### config.mk
export PLATFORM = sky130hd
export DESIGN_NAME = noc_router_top_flat
export DESIGN_NICKNAME = d
export VERILOG_FILES = /design/src/rtl/noc_router_pkg.sv /design/src/rtl/noc_router_if.sv /design/src/rtl/noc_router_regs.sv /design/src/rtl/noc_router_top.sv /design/src/flat_wrapper.sv
export SDC_FILE = /design/constraint.sdc
export NUM_CORES = 1
export LEC_CHECK = 0
export CAP_MARGIN = 20
export CORE_AREA = 8 8 403 405
export CTS_BUF_LIST = sky130_fd_sc_hd__clkbuf_8
export CTS_CLUSTER_DIAMETER = 40
export DETAILED_ROUTE_END_ITERATION = 7
export DIE_AREA = 0 0 411 413
export SYNTH_ARGS = -nofsm -noshare
export SYNTH_HDL_FRONTEND = slang
export SYNTH_SLANG_ARGS = --single-unit
### constraint.sdc
create_clock -name clk -period 15.8 [get_ports clk]
set_input_delay 4.74 -clock clk [delete_from_list [all_inputs] [get_ports clk]]
set_output_delay 4.74 -clock clk [all_outputs]
set_load 0.02 [all_outputs]
### src/rtl/noc_router_pkg.sv
// Shared constants, state types and helpers for the NoC router endpoint.
package noc_router_pkg;

   localparam logic [1:0]  AXI_BURST_INCR  = 2'b01;
   localparam logic [1:0]  AXI_RESP_OKAY   = 2'b00;
   localparam logic [1:0]  AXI_RESP_DECERR = 2'b11;

   localparam logic [11:0] APB_ID_ADDR     = 12'h100;

   localparam logic [31:0] BASE_RST0       = 32'h4000_0000;
   localparam logic [31:0] BASE_RST_STEP   = 32'h1000_0000;
   localparam logic [31:0] MASK_RST        = 32'hF000_0000;
   localparam logic [31:0] ID_PREFIX       = 32'h5254_0000;

   typedef enum logic [1:0] {W_IDLE, W_ADDR, W_DATA, W_RESP} wr_state_e;
   typedef enum logic [1:0] {R_IDLE, R_ADDR, R_DATA} rd_state_e;

   function automatic logic [31:0] id_value(input int unsigned ports);
      return ID_PREFIX | 32'(ports);
   endfunction

   function automatic logic [31:0] base_reset(input int unsigned idx);
      return BASE_RST0 + 32'(idx) * BASE_RST_STEP;
   endfunction

endpackage

### src/rtl/noc_router_if.sv
// AXI4 (no IDs) bundle; N lanes flattened with lane i at slice i.
interface noc_router_if #(
   parameter int unsigned N  = 1,
   parameter int unsigned AW = 32,
   parameter int unsigned DW = 64
);
   logic [N-1:0]        awvalid, awready;
   logic [N*AW-1:0]     awaddr;
   logic [N*8-1:0]      awlen;
   logic [N*3-1:0]      awsize;
   logic [N*2-1:0]      awburst;
   logic [N-1:0]        wvalid, wready, wlast;
   logic [N*DW-1:0]     wdata;
   logic [N*DW/8-1:0]   wstrb;
   logic [N-1:0]        bvalid, bready;
   logic [N*2-1:0]      bresp;
   logic [N-1:0]        arvalid, arready;
   logic [N*AW-1:0]     araddr;
   logic [N*8-1:0]      arlen;
   logic [N*3-1:0]      arsize;
   logic [N*2-1:0]      arburst;
   logic [N-1:0]        rvalid, rready, rlast;
   logic [N*DW-1:0]     rdata;
   logic [N*2-1:0]      rresp;

   modport master (
      output awvalid, awaddr, awlen, awsize, awburst, input awready,
      output wvalid, wdata, wstrb, wlast, input wready,
      input  bvalid, bresp, output bready,
      output arvalid, araddr, arlen, arsize, arburst, input arready,
      input  rvalid, rdata, rresp, rlast, output rready
   );

   modport slave (
      input  awvalid, awaddr, awlen, awsize, awburst, output awready,
      input  wvalid, wdata, wstrb, wlast, output wready,
      output bvalid, bresp, input bready,
      input  arvalid, araddr, arlen, arsize, arburst, output arready,
      output rvalid, rdata, rresp, rlast, input rready
   );
endinterface

### src/rtl/noc_router_regs.sv
// APB routing register file (BASE/MASK per port, ID) and dual address decoder.
module noc_router_regs
   import noc_router_pkg::*;
#(
   parameter int unsigned PORTS = 3,
   parameter int unsigned AW    = 32,
   parameter int unsigned SELW  = 2
) (
   input  logic            clk,
   input  logic            rst,
   input  logic [11:0]     paddr,
   input  logic            psel,
   input  logic            penable,
   input  logic            pwrite,
   input  logic [31:0]     pwdata,
   output logic [31:0]     prdata,
   output logic            pready,
   output logic            pslverr,
   input  logic [AW-1:0]   aw_addr,
   output logic [SELW-1:0] aw_sel,
   output logic            aw_hit,
   input  logic [AW-1:0]   ar_addr,
   output logic [SELW-1:0] ar_sel,
   output logic            ar_hit
);
   logic [31:0] base_q [PORTS];
   logic [31:0] mask_q [PORTS];
   logic        access, reg_map, id_map;

   assign access  = psel & penable;
   assign reg_map = (paddr[1:0] == 2'b00) && (32'(paddr[11:3]) < PORTS);
   assign id_map  = (paddr == APB_ID_ADDR);
   assign pready  = 1'b1;
   assign pslverr = access & (~(reg_map | id_map) | (id_map & pwrite));

   // Register update on the access phase of an APB write
   always_ff @(posedge clk) begin
      for (int unsigned i = 0; i < PORTS; i++) begin
         if (rst) begin
            base_q[i] <= base_reset(i);
            mask_q[i] <= MASK_RST;
         end else if (access && pwrite && reg_map && paddr[11:3] == 9'(i)) begin
            if (paddr[2]) mask_q[i] <= pwdata;
            else          base_q[i] <= pwdata;
         end
      end
   end

   // Combinational read mux; unmapped addresses read as zero
   always_comb begin
      prdata = '0;
      if (!rst) begin
         if (id_map) begin
            prdata = id_value(PORTS);
         end else begin
            for (int unsigned i = 0; i < PORTS; i++) begin
               if (reg_map && paddr[11:3] == 9'(i))
                  prdata = paddr[2] ? mask_q[i] : base_q[i];
            end
         end
      end
   end

   // Returns {hit, sel}; the lowest matching index wins
   function automatic logic [SELW:0] decode(input logic [AW-1:0] addr);
      logic [SELW:0] r;
      r = '0;
      for (int unsigned i = 0; i < PORTS; i++) begin
         if (!r[SELW] && ((32'(addr) & mask_q[i]) == base_q[i]))
            r = {1'b1, SELW'(i)};
      end
      return r;
   endfunction

   assign {aw_hit, aw_sel} = decode(aw_addr);
   assign {ar_hit, ar_sel} = decode(ar_addr);

endmodule

### src/rtl/noc_router_top.sv
// Address-routed AXI4 router endpoint: one slave port fanned out to PORTS masters,
// one outstanding write and one outstanding read, routing programmed over APB.
module noc_router_top
   import noc_router_pkg::*;
#(
   parameter int unsigned PORTS = 3,
   parameter int unsigned AW    = 32,
   parameter int unsigned DW    = 64
) (
   input  logic        clk,
   input  logic        rst,
   noc_router_if.slave  s,
   noc_router_if.master m,
   input  logic [11:0] paddr,
   input  logic        psel,
   input  logic        penable,
   input  logic        pwrite,
   input  logic [31:0] pwdata,
   output logic [31:0] prdata,
   output logic        pready,
   output logic        pslverr
);
   localparam int unsigned SELW = (PORTS > 1) ? $clog2(PORTS) : 1;

   wr_state_e       w_state, w_next;
   rd_state_e       r_state, r_next;
   logic [SELW-1:0] aw_sel, ar_sel, aw_sel_q, ar_sel_q;
   logic            aw_hit, ar_hit, aw_hit_q, ar_hit_q;
   logic [AW-1:0]   aw_addr_q, ar_addr_q;
   logic [7:0]      aw_len_q, ar_len_q, r_cnt_q;
   logic [2:0]      aw_size_q, ar_size_q;
   logic [1:0]      aw_burst_q, ar_burst_q;

   noc_router_regs #(.PORTS(PORTS), .AW(AW), .SELW(SELW)) u_regs (
      .clk(clk), .rst(rst),
      .paddr(paddr), .psel(psel), .penable(penable), .pwrite(pwrite),
      .pwdata(pwdata), .prdata(prdata), .pready(pready), .pslverr(pslverr),
      .aw_addr(s.awaddr), .aw_sel(aw_sel), .aw_hit(aw_hit),
      .ar_addr(s.araddr), .ar_sel(ar_sel), .ar_hit(ar_hit)
   );

   // Payloads are broadcast; only the selected port sees a valid
   assign m.awaddr  = {PORTS{aw_addr_q}};
   assign m.awlen   = {PORTS{aw_len_q}};
   assign m.awsize  = {PORTS{aw_size_q}};
   assign m.awburst = {PORTS{aw_burst_q}};
   assign m.wdata   = {PORTS{s.wdata}};
   assign m.wstrb   = {PORTS{s.wstrb}};
   assign m.wlast   = {PORTS{s.wlast}};
   assign m.araddr  = {PORTS{ar_addr_q}};
   assign m.arlen   = {PORTS{ar_len_q}};
   assign m.arsize  = {PORTS{ar_size_q}};
   assign m.arburst = {PORTS{ar_burst_q}};

   // Write state and latched AW fields with their decode result
   always_ff @(posedge clk) begin
      if (rst) begin
         w_state <= W_IDLE;
      end else begin
         w_state <= w_next;
         if (w_state == W_IDLE && s.awvalid) begin
            aw_addr_q  <= s.awaddr;
            aw_len_q   <= s.awlen;
            aw_size_q  <= s.awsize;
            aw_burst_q <= s.awburst;
            aw_sel_q   <= aw_sel;
            aw_hit_q   <= aw_hit;
         end
      end
   end

   // Write next-state and channel steering
   always_comb begin
      w_next    = w_state;
      s.awready = 1'b0;
      s.wready  = 1'b0;
      s.bvalid  = 1'b0;
      s.bresp   = AXI_RESP_OKAY;
      m.awvalid = '0;
      m.wvalid  = '0;
      m.bready  = '0;
      case (w_state)
         W_IDLE: begin
            s.awready = ~rst;
            if (s.awvalid && !rst) w_next = aw_hit ? W_ADDR : W_DATA;
         end
         W_ADDR: begin
            m.awvalid[aw_sel_q] = 1'b1;
            if (m.awready[aw_sel_q]) w_next = W_DATA;
         end
         W_DATA: begin
            if (aw_hit_q) begin
               m.wvalid[aw_sel_q] = s.wvalid;
               s.wready = m.wready[aw_sel_q];
               if (s.wvalid && m.wready[aw_sel_q] && s.wlast) w_next = W_RESP;
            end else begin
               s.wready = 1'b1;
               if (s.wvalid && s.wlast) w_next = W_RESP;
            end
         end
         W_RESP: begin
            if (aw_hit_q) begin
               s.bvalid = m.bvalid[aw_sel_q];
               s.bresp  = m.bresp[2*aw_sel_q +: 2];
               m.bready[aw_sel_q] = s.bready;
               if (m.bvalid[aw_sel_q] && s.bready) w_next = W_IDLE;
            end else begin
               s.bvalid = 1'b1;
               s.bresp  = AXI_RESP_DECERR;
               if (s.bready) w_next = W_IDLE;
            end
         end
         default: w_next = W_IDLE;
      endcase
   end

   // Read state, latched AR fields and the beat counter used for miss bursts
   always_ff @(posedge clk) begin
      if (rst) begin
         r_state <= R_IDLE;
         r_cnt_q <= '0;
      end else begin
         r_state <= r_next;
         if (r_state == R_IDLE && s.arvalid) begin
            ar_addr_q  <= s.araddr;
            ar_len_q   <= s.arlen;
            ar_size_q  <= s.arsize;
            ar_burst_q <= s.arburst;
            ar_sel_q   <= ar_sel;
            ar_hit_q   <= ar_hit;
            r_cnt_q    <= '0;
         end else if (r_state == R_DATA && !ar_hit_q && s.rready) begin
            r_cnt_q <= r_cnt_q + 8'd1;
         end
      end
   end

   // Read next-state and channel steering; misses synthesise a DECERR burst
   always_comb begin
      r_next    = r_state;
      s.arready = 1'b0;
      s.rvalid  = 1'b0;
      s.rdata   = '0;
      s.rresp   = AXI_RESP_OKAY;
      s.rlast   = 1'b0;
      m.arvalid = '0;
      m.rready  = '0;
      case (r_state)
         R_IDLE: begin
            s.arready = ~rst;
            if (s.arvalid && !rst) r_next = ar_hit ? R_ADDR : R_DATA;
         end
         R_ADDR: begin
            m.arvalid[ar_sel_q] = 1'b1;
            if (m.arready[ar_sel_q]) r_next = R_DATA;
         end
         R_DATA: begin
            if (ar_hit_q) begin
               s.rvalid = m.rvalid[ar_sel_q];
               s.rdata  = m.rdata[DW*ar_sel_q +: DW];
               s.rresp  = m.rresp[2*ar_sel_q +: 2];
               s.rlast  = m.rlast[ar_sel_q];
               m.rready[ar_sel_q] = s.rready;
               if (m.rvalid[ar_sel_q] && s.rready && m.rlast[ar_sel_q]) r_next = R_IDLE;
            end else begin
               s.rvalid = 1'b1;
               s.rresp  = AXI_RESP_DECERR;
               s.rlast  = (r_cnt_q == ar_len_q);
               if (s.rready && r_cnt_q == ar_len_q) r_next = R_IDLE;
            end
         end
         default: r_next = R_IDLE;
      endcase
   end

endmodule

### src/flat_wrapper.sv
// flat-port wrapper written by rule: the top's interface ports become plain ports
module noc_router_top_flat import noc_router_pkg::*;
#(
   parameter int unsigned PORTS = 3,
   parameter int unsigned AW    = 32,
   parameter int unsigned DW    = 64
)
  (clk, rst, paddr, psel, penable, pwrite, pwdata, prdata, pready, pslverr, s_awvalid, s_awaddr, s_awlen, s_awsize, s_awburst, s_awready, s_wvalid, s_wdata, s_wstrb, s_wlast, s_wready, s_bvalid, s_bresp, s_bready, s_arvalid, s_araddr, s_arlen, s_arsize, s_arburst, s_arready, s_rvalid, s_rdata, s_rresp, s_rlast, s_rready, m_awvalid, m_awaddr, m_awlen, m_awsize, m_awburst, m_awready, m_wvalid, m_wdata, m_wstrb, m_wlast, m_wready, m_bvalid, m_bresp, m_bready, m_arvalid, m_araddr, m_arlen, m_arsize, m_arburst, m_arready, m_rvalid, m_rdata, m_rresp, m_rlast, m_rready);
  noc_router_if #(.N(1), .AW(AW), .DW(DW)) s_i ();
  noc_router_if #(.N(PORTS), .AW(AW), .DW(DW)) m_i ();
  input  logic clk;
  input  logic rst;
  input  logic [11:0] paddr;
  input  logic psel;
  input  logic penable;
  input  logic pwrite;
  input  logic [31:0] pwdata;
  output logic [31:0] prdata;
  output logic pready;
  output logic pslverr;
  input wire logic [$bits(s_i.awvalid)-1:0] s_awvalid;
  input wire logic [$bits(s_i.awaddr)-1:0] s_awaddr;
  input wire logic [$bits(s_i.awlen)-1:0] s_awlen;
  input wire logic [$bits(s_i.awsize)-1:0] s_awsize;
  input wire logic [$bits(s_i.awburst)-1:0] s_awburst;
  output wire logic [$bits(s_i.awready)-1:0] s_awready;
  input wire logic [$bits(s_i.wvalid)-1:0] s_wvalid;
  input wire logic [$bits(s_i.wdata)-1:0] s_wdata;
  input wire logic [$bits(s_i.wstrb)-1:0] s_wstrb;
  input wire logic [$bits(s_i.wlast)-1:0] s_wlast;
  output wire logic [$bits(s_i.wready)-1:0] s_wready;
  output wire logic [$bits(s_i.bvalid)-1:0] s_bvalid;
  output wire logic [$bits(s_i.bresp)-1:0] s_bresp;
  input wire logic [$bits(s_i.bready)-1:0] s_bready;
  input wire logic [$bits(s_i.arvalid)-1:0] s_arvalid;
  input wire logic [$bits(s_i.araddr)-1:0] s_araddr;
  input wire logic [$bits(s_i.arlen)-1:0] s_arlen;
  input wire logic [$bits(s_i.arsize)-1:0] s_arsize;
  input wire logic [$bits(s_i.arburst)-1:0] s_arburst;
  output wire logic [$bits(s_i.arready)-1:0] s_arready;
  output wire logic [$bits(s_i.rvalid)-1:0] s_rvalid;
  output wire logic [$bits(s_i.rdata)-1:0] s_rdata;
  output wire logic [$bits(s_i.rresp)-1:0] s_rresp;
  output wire logic [$bits(s_i.rlast)-1:0] s_rlast;
  input wire logic [$bits(s_i.rready)-1:0] s_rready;
  output wire logic [$bits(m_i.awvalid)-1:0] m_awvalid;
  output wire logic [$bits(m_i.awaddr)-1:0] m_awaddr;
  output wire logic [$bits(m_i.awlen)-1:0] m_awlen;
  output wire logic [$bits(m_i.awsize)-1:0] m_awsize;
  output wire logic [$bits(m_i.awburst)-1:0] m_awburst;
  input wire logic [$bits(m_i.awready)-1:0] m_awready;
  output wire logic [$bits(m_i.wvalid)-1:0] m_wvalid;
  output wire logic [$bits(m_i.wdata)-1:0] m_wdata;
  output wire logic [$bits(m_i.wstrb)-1:0] m_wstrb;
  output wire logic [$bits(m_i.wlast)-1:0] m_wlast;
  input wire logic [$bits(m_i.wready)-1:0] m_wready;
  input wire logic [$bits(m_i.bvalid)-1:0] m_bvalid;
  input wire logic [$bits(m_i.bresp)-1:0] m_bresp;
  output wire logic [$bits(m_i.bready)-1:0] m_bready;
  output wire logic [$bits(m_i.arvalid)-1:0] m_arvalid;
  output wire logic [$bits(m_i.araddr)-1:0] m_araddr;
  output wire logic [$bits(m_i.arlen)-1:0] m_arlen;
  output wire logic [$bits(m_i.arsize)-1:0] m_arsize;
  output wire logic [$bits(m_i.arburst)-1:0] m_arburst;
  input wire logic [$bits(m_i.arready)-1:0] m_arready;
  input wire logic [$bits(m_i.rvalid)-1:0] m_rvalid;
  input wire logic [$bits(m_i.rdata)-1:0] m_rdata;
  input wire logic [$bits(m_i.rresp)-1:0] m_rresp;
  input wire logic [$bits(m_i.rlast)-1:0] m_rlast;
  output wire logic [$bits(m_i.rready)-1:0] m_rready;
  assign s_i.awvalid = s_awvalid;
  assign s_i.awaddr = s_awaddr;
  assign s_i.awlen = s_awlen;
  assign s_i.awsize = s_awsize;
  assign s_i.awburst = s_awburst;
  assign s_awready = s_i.awready;
  assign s_i.wvalid = s_wvalid;
  assign s_i.wdata = s_wdata;
  assign s_i.wstrb = s_wstrb;
  assign s_i.wlast = s_wlast;
  assign s_wready = s_i.wready;
  assign s_bvalid = s_i.bvalid;
  assign s_bresp = s_i.bresp;
  assign s_i.bready = s_bready;
  assign s_i.arvalid = s_arvalid;
  assign s_i.araddr = s_araddr;
  assign s_i.arlen = s_arlen;
  assign s_i.arsize = s_arsize;
  assign s_i.arburst = s_arburst;
  assign s_arready = s_i.arready;
  assign s_rvalid = s_i.rvalid;
  assign s_rdata = s_i.rdata;
  assign s_rresp = s_i.rresp;
  assign s_rlast = s_i.rlast;
  assign s_i.rready = s_rready;
  assign m_awvalid = m_i.awvalid;
  assign m_awaddr = m_i.awaddr;
  assign m_awlen = m_i.awlen;
  assign m_awsize = m_i.awsize;
  assign m_awburst = m_i.awburst;
  assign m_i.awready = m_awready;
  assign m_wvalid = m_i.wvalid;
  assign m_wdata = m_i.wdata;
  assign m_wstrb = m_i.wstrb;
  assign m_wlast = m_i.wlast;
  assign m_i.wready = m_wready;
  assign m_i.bvalid = m_bvalid;
  assign m_i.bresp = m_bresp;
  assign m_bready = m_i.bready;
  assign m_arvalid = m_i.arvalid;
  assign m_araddr = m_i.araddr;
  assign m_arlen = m_i.arlen;
  assign m_arsize = m_i.arsize;
  assign m_arburst = m_i.arburst;
  assign m_i.arready = m_arready;
  assign m_i.rvalid = m_rvalid;
  assign m_i.rdata = m_rdata;
  assign m_i.rresp = m_rresp;
  assign m_i.rlast = m_rlast;
  assign m_rready = m_i.rready;
  noc_router_top #(.PORTS(PORTS), .AW(AW), .DW(DW)) u_core (.clk(clk), .rst(rst), .s(s_i), .m(m_i), .paddr(paddr), .psel(psel), .penable(penable), .pwrite(pwrite), .pwdata(pwdata), .prdata(prdata), .pready(pready), .pslverr(pslverr));
endmodule
==> results of run 1 <==
-- metal layers --
| layer | up-vias | GRT usage [%] | part of all wire [%] |
|---|---|---|---|
| met3 | 262 | 10.15 | 15 |
| met2 | 1266 | 27.07 | 47 |
| met4 | 23 | 7.461 | 4.9 |
| li1 | 8141 | - | - |
| met5 | - | 2.326 | 0.56 |
| met1 | 9121 | 16.39 | 33 |
-- worst min-delay path by stage --
stage / startpoint / to / slack (ns) / depth (start not counted)
finish: u_core.w_state[0]$_SDFFE_PP0P_ / u_core.w_state[0]$_SDFFE_PP0P_ / 0.52 / 2
global route: u_core.r_cnt_q[5]$_SDFFE_PP0P_ / u_core.r_cnt_q[5]$_SDFFE_PP0P_ / 0.55 / 2
CTS: u_core.w_state[0]$_SDFFE_PP0P_ / u_core.w_state[0]$_SDFFE_PP0P_ / 0.52 / 2
detailed placement: u_core.w_state[0]$_SDFFE_PP0P_ / u_core.w_state[0]$_SDFFE_PP0P_ / 0.51 / 2
global placement: u_core.r_cnt_q[5]$_SDFFE_PP0P_ / u_core.r_cnt_q[5]$_SDFFE_PP0P_ / 0.50 / 2
floorplan: u_core.w_state[0]$_SDFFE_PP0P_ / u_core.w_state[0]$_SDFFE_PP0P_ / 0.48 / 2
-- tightest hold or removal path, cell delays in order, from the launching register on --
cell	delay, ns
dfxtp_1	0.34
nand3_1	0.07
o41ai_1	0.06
-- through the flow --
| stage | power [mW] | std cells | hold slack [ns] |
|---|---|---|---|
| 3_3_place_gp | 1.589 | 4487 | 0.4987 |
| 5_1_grt | 2.656 | 4624 | 0.5547 |
| 2_1_floorplan | 1.345 | 2119 | 0.4772 |
| 6_report | 2.557 | 4632 | 0.5168 |
| 3_5_place_dp | 1.596 | 4488 | 0.5145 |
| 4_1_cts | 2.599 | 4615 | 0.5216 |
-- power breakdown --
part | switching [mW] | total (mW) | internal (mW)
clock | 0.433 | 0.983 | 0.550
sequential | 0.0695 | 1.00 | 0.930
combinational | 0.309 | 0.574 | 0.265
total | 0.812 | 2.56 | 1.75
-- cell families after synthesis --
| group | synth area share (%) |
|---|---|
| AOI/OAI and AO/OA | 13.54 |
| xor gates and xnor gates | 0.5827 |
| adders and majority gates | 0.3567 |
| buffers and inverters | 15.88 |
| DFF | 42.24 |
| muxes | 8.431 |
| other | 0.01782 |
| and+or+nand+nor | 18.95 |
-- Yosys cell counts, drive strengths merged, types with 2 or more instances --
cell / count / area [um^2]
buf: 421 / 3088
nor4: 10 / 75.07
nor2b: 7 / 43.79
inv: 9 / 33.78
xor2: 12 / 105.1
nand3b: 3 / 22.52
a221oi: 25 / 219.0
a21boi: 49 / 367.9
nand3: 57 / 285.3
clkbuf: 58 / 220.2
a21o: 49 / 367.9
or3: 7 / 43.79
mux2: 50 / 563.0
edfxtp: 288 / 8648
o211ai: 3 / 22.52
a211oi: 48 / 360.4
o22a: 48 / 420.4
o22ai: 8 / 50.05
and2: 181 / 1132
nand2: 28 / 105.1
mux2i: 121 / 1211
nor4b: 3 / 41.29
nand4: 27 / 168.9
dfxtp: 12 / 240.2
nand2b: 17 / 106.4
nor3: 10 / 55.05
nor3b: 9 / 82.58
and3: 99 / 619.3
o21ai: 11 / 55.05
xnor2: 2 / 17.52
ha: 6 / 75.07
a21oi: 177 / 885.9
or2: 2 / 12.51
nor2: 199 / 747.0
a221o: 2 / 20.02
and3b: 48 / 420.4
-- state kept, by name, summed over array words and instances, names as in the netlist, 3 cells and up --
name,flops
u_core.ar_len_q,8
u_core.aw_len_q,8
u_core.u_regs.base_q,96
u_core.aw_size_q,3
u_core.aw_addr_q,32
u_core.ar_size_q,3
u_core.ar_addr_q,32
u_core.u_regs.mask_q,96
u_core.r_cnt_q,8
-- final cells by class --
cell class	instances	share of cell area [%]
Clock inverter	54	1.577
Timing Repair Buffer	791	26.43
Sequential cell	300	29.87
Inverter	9	0.1219
Tap cell	2058	8.653
Antenna cell	16	0.1345
Multi-Input combinational cell	1331	29.84
Clock buffer	73	3.376
==> summary.md, run 1 <==
| Metric | Value |
|---|---|
| Syn Nets | 2564 |
| Detailed-placement wirelength estimate | about 130000 um |
| Seq/Total Area, Yosys | 42.24% |
| Max Freq | just under 80 MHz |
| Routed Wire Length | between 100000 and 150000 um |
| Cells after Synth | around 2100 |
| Outcome | complete, no violations |
| Crit-path leading delay family | simple AND/OR/NAND/NOR gates |
| Yosys cell types | 57 |
| # Post-CTS Setup Buffers | 0 |
| R2R Setup Slk | 12.50 ns |
| Worst Max-Slew Pin Slew | around 1.1 ns |
| Post-Route Setup TNS | 0 ns |
| Final hold viol count | 0 |
| Top FF cell, synth | edfxtp_1 |
| Min cycle time layout | between 10 and 15 ns |
| Starting Density | between 10% and 20% |
| Commonest cells after routing, fill and taps aside | 760 x clkdlybuf4s50_1, 288 x edfxtp_1, 198 x nor2_1, 179 x and2_1, 177 x a21oi_1 |
| CP Launch Point | paddr[11] |
| Levels on crit path | 8 |
| Worst R2R Start | u_core.ar_sel_q[1]$_SDFFCE_PP1P_ |
| Die W | 411 um |
| Pleak | ~11 nW |
| Gr ovfl total | 0 |
| WS Path Type | in2out |
| Resize count post-CTS | 0 |
| Area post-placement | 28230 um^2 |
| Share of cells above drive strength 1 | under 10% |
| Arr. time, crit path | 8.13 ns |
| Cell breakdown of the critical path | clkdlybuf4s50_1 -> nor4_2 -> nand3b_1 -> or3b_1 -> o22ai_1 -> o21ai_0 -> a21oi_1 -> clkdlybuf4s50_1 |
| Pwr Density | 85.92 nW/um^2 |
| Clock Skews | 0.03252 ns |
| First-pass GRT wire length | approximately 180000 um |
| Initial antenna violation count | 38 |
| Critical Path Sink | prdata[30] |
| Maximum fanout along the worst path | 10 |
| Cell row count | between 100 and 150 |
| Period utilization | between 80% and 90% |
| Routability cong. | roughly 0.86 |
| Layout Utilization | roughly a fifth |
| Largest net degree at the start of global routing | 73 |
| CTS H-Tree Depth | 3 |
| Final setup fails | 0 |
| CP Launch Type | primary input |
| Die area | between 150000 and 200000 um^2 |
| CP bufs+invs | 2 |
| Clock sink total | 300 |
| Finished Cell Area | 29760 um^2 |
| Most common cell after layout, fill and taps aside | clkdlybuf4s50_1 |
| Post-synth ARST share | 0% |
| CTS Root Buffer Type | clkbuf_8 |
| # fillers | roughly 17000 |
| Ys Warns | 0 |
| Clock buffer depth | 3 |
| Nets@finish | between 2000 and 3000 |
| Routed vias | 18813 |
| Worst slew margin | ~25% |
| Slowest library cell on the worst path | clkdlybuf4s50_1 |
| Number of I/O pins | roughly 1100 |
| Number of max-cap violations | 0 |
| Number of vias per cell | between 4 and 5 |
| Hold-fix buffers at CTS | 0 |
| Total Routing Usage GR | between 10% and 20% |
| Clock Latency Late Sink | between 0.7 and 0.8 ns |
| Post-synth EDFFs | roughly 290 |
| Post-DRT Antenna Nets | 0 |
| Worst EP required | around 11 ns |
| DRC viols | 0 |
| HP Class | reg2reg |
| Pre-CTS setup slack | 2.889 ns |
| Peak VDD IR | 79.94 uV |
| Final Max Tran Viols | 0 |
| Post-Syn Area | approximately 21000 um^2 |
| #FFs+latches synth | 300 |
| FF-to-FF path depth | 6 |
| CTS tree | yes |
| Syn Area/Cell | between 9 and 10 um^2 |
| P&R area growth vs syn | 41.42% |
| Iter 0 DRT Violations | 1683 |
| Multi-input logic area | roughly 8900 um^2 |
| Final setup margin | roughly 2.9 ns |
| FF/Latch Area | ~9000 um^2 |
| Core ar. | 155700 um^2 |
| Clk slew on worst S/H paths | around 0.050 ns |
| Reg2reg end | u_core.r_state[1]$_SDFFE_PP0P_ |
| Max stage delay on crit path | 0.79 ns |
| Most common cell on crit path | clkdlybuf4s50_1 |
| I/O Buffers | around 760 |
| Crit path capture type | primary output |
| Number of global-route vias before repair | ~18000 |
| RSZ-0062 raised after global routing | false |
| First-pass DRT Iterations | 5 |
| Routed WL per cell | ~32 um |
| Die height | between 400 and 500 um |
| CTS Buf Count | 72 |
(Power assumes the default switching activity.)
==> run 2: changes to the inputs <==
==> constraint.sdc (replaced) <==
create_clock -name clk -period 12.45 [get_ports clk]
set_input_delay 3.735 -clock clk [delete_from_list [all_inputs] [get_ports clk]]
set_output_delay 3.735 -clock clk [all_outputs]
set_load 0.02 [all_outputs]
==> summary.md, run 2 (same netlist as run 1, synthesis figures left out) <==
| Metric | Value |
|---|---|
| Routed WL per cell | 32.27 um (+0.34%) |
| Nets@finish | 2953 (+0.10%) |
| Worst Max-Slew Pin Slew | 1.112 ns (-0.004518 ns) |
| Number of vias per cell | 4.082 (+0.50%) |
| Number of I/O pins | 1051 (unchanged) |
| Clock buffer depth | 3 (unchanged) |
| Clock Skews | 0.05522 ns (+0.02269 ns) |
| Routed Wire Length | 149700 um (+0.47%) |
| Max Freq | about 92 MHz |
| P&R area growth vs syn | 41.23% |
| Most common cell after layout, fill and taps aside | clkdlybuf4s50_1 |
| Routability cong. | 0.8650 (+1.2%) |
| Core ar. | 155700 um^2 (unchanged) |
| Gr ovfl total | 0 (unchanged) |
| Crit path capture type | primary output |
| Clock sink total | 300 (unchanged) |
| Final Max Tran Viols | 0 (unchanged) |
| Post-placement cell count | 4491 (+0.067%) |
| Worst EP required | 8.71 ns (-2.35 ns) |
| First-pass GRT wire length | 187500 um (+1.6%) |
| Pleak | 10.82 nW (+0.15%) |
| CTS Root Buffer Type | clkbuf_8 |
| Period utilization | between 80% and 90% |
| Detailed-placement wirelength estimate | 126500 um (+0.42%) |
| R2R Setup Slk | 9.07 ns (-3.43 ns) |
| Share of cells above drive strength 1 | 8.314% (+0.34 points) |
| Min cycle time layout | 10.87 ns |
| Cell row count | 145 (unchanged) |
| Clock Latency Late Sink | 0.72 ns (about the same) |
| Final setup margin | 1.579 ns (-1.349 ns) |
| CTS Buf Count | 72 (unchanged) |
| DRC viols | 0 (unchanged) |
| I/O Buffers | 761 (unchanged) |
| Non-filler cells in the finished layout | 4638 (+0.13%) |
| Hold-fix buffers at CTS | 0 (unchanged) |
| Number of max-cap violations | 0 (unchanged) |
| Final hold viol count | 0 (unchanged) |
| Total power | 3.188 mW (+25%) |
| Resize count post-CTS | 0 (unchanged) |
| Maximum fanout along the worst path | 21 (+11) |
| Initial antenna violation count | 42 (+11%) |
| Hold path startpoint | u_core.r_cnt_q[5]$_SDFFE_PP0P_ |
| Iter 0 DRT Violations | 1836 (+9.1%) |
| Die W | 411 um (unchanged) |
| Arr. time, crit path | 7.14 ns (-0.99 ns) |
| Final setup fails | 0 (unchanged) |
| Die area | 169700 um^2 (unchanged) |
| Number of global-route vias before repair | 18664 (+2.0%) |
| First-pass DRT Iterations | 5 (unchanged) |
| CTS tree | yes |
| Pwr Density | 107.2 nW/um^2 (+25%) |
| Routed vias | 18931 (+0.63%) |
| Die height | 413 um (unchanged) |
| Worst slew margin | 25.84% (+0.56 points) |
| Peak VDD IR | 59.55 uV (-25%) |
| Commonest cells after routing, fill and taps aside | 760 x clkdlybuf4s50_1, 288 x edfxtp_1, 198 x nor2_1, 179 x and2_1, 177 x a21oi_1 |
| FF-to-FF path depth | 6 (unchanged) |
| RSZ-0062 raised after global routing | false |
| Starting Density | 13.52% (unchanged) |
| CTS H-Tree Depth | 3 (unchanged) |
| CP Launch Type | primary input |
| Pre-CTS setup slack | 1.490 ns (-1.398 ns) |
| Outcome | complete, no violations |
| Worst R2R Start | u_core.ar_sel_q[1]$_SDFFCE_PP1P_ |
| WS Path Type | in2out |
| Largest net degree at the start of global routing | 73 (unchanged) |
| Hold Crit Depth | 2 (unchanged) |
| Post-Route Setup TNS | 0 ns (unchanged) |
| Total Routing Usage GR | 16.61% (+0.16 points) |
| Post-DRT Antenna Nets | 0 (unchanged) |
| HP Class | reg2reg |
| Hold Path End | u_core.r_cnt_q[5]$_SDFFE_PP0P_ |
| Clk slew on worst S/H paths | 0.05 ns (about the same) |
| Fin Hold WS | 0.5177 ns (+0.0009530 ns) |
| # Post-CTS Setup Buffers | 0 (unchanged) |
| Reg2reg end | u_core.r_state[1]$_SDFFE_PP0P_ |
| Top flop regs | u_core.u_regs.base_q: 96 flops, u_core.u_regs.mask_q: 96 flops |
run 2: cell count changes in the layout (fill, tap and decap cells not counted), moves of 2 or more:
cell and delta:
diode_2 +2, clkinvlp_4 -7, bufinv_16 -3, clkinv_2 +9, clkinv_1 -3, inv_1 -2
buf_4 +3, clkinv_4 +7
run 2: cell type report:
class,instances,area (um^2)
antenna,18,45.04
clock buffer,72,991.0
clock inverter,56,425.4
fill,17253,125900
inverter,9,36.28
multi-input combinational,1331,8881
sequential,300,8889
tap,2058,2575
timing repair buffer,794,7879
run 2: worst max-delay path by stage:
stage / from / endpoint / slack [ns] / cells past startpoint
after floorplan: paddr[0] / prdata[18] / 3.20 / 8
after global placement: paddr[11] / prdata[30] / 1.50 / 8
after detailed placement: paddr[11] / prdata[30] / 1.49 / 8
after CTS: paddr[11] / prdata[30] / 1.48 / 8
after global routing: paddr[1] / prdata[30] / 1.40 / 8
final: paddr[11] / prdata[30] / 1.58 / 8
run 2: critical path, stage by stage:
cell	delay (ns)
clkdlybuf4s50_1	0.43
nor4_2	0.37
nand3b_1	0.29
or3_2	0.81
o22ai_1	0.21
o21ai_0	0.12
a21oi_1	0.35
clkdlybuf4s50_1	0.79
run 2: per-stage QoR:
step                area, um^2  utilization (%)
finish                   29720            19.09
global route             29700            19.08
CTS                      29660            19.05
detailed placement       28240            18.14
global placement         28230            18.13
floorplan                21040                -
run 2: metal layers:
layer	vias to the layer above	GRT usage, %	share of wire [%]
li1	8159	-	-
met1	9232	16.47	33
met4	15	7.371	4.8
met2	1249	27.45	47
met5	-	2.441	0.40
met3	276	10.32	15
run 2: power by group:
| part | switching (mW) | total [mW] | internal (mW) |
|---|---|---|---|
| logic | 0.395 | 0.730 | 0.336 |
| registers | 0.0883 | 1.27 | 1.18 |
| clock network | 0.552 | 1.19 | 0.637 |
| total | 1.03 | 3.19 | 2.15 |
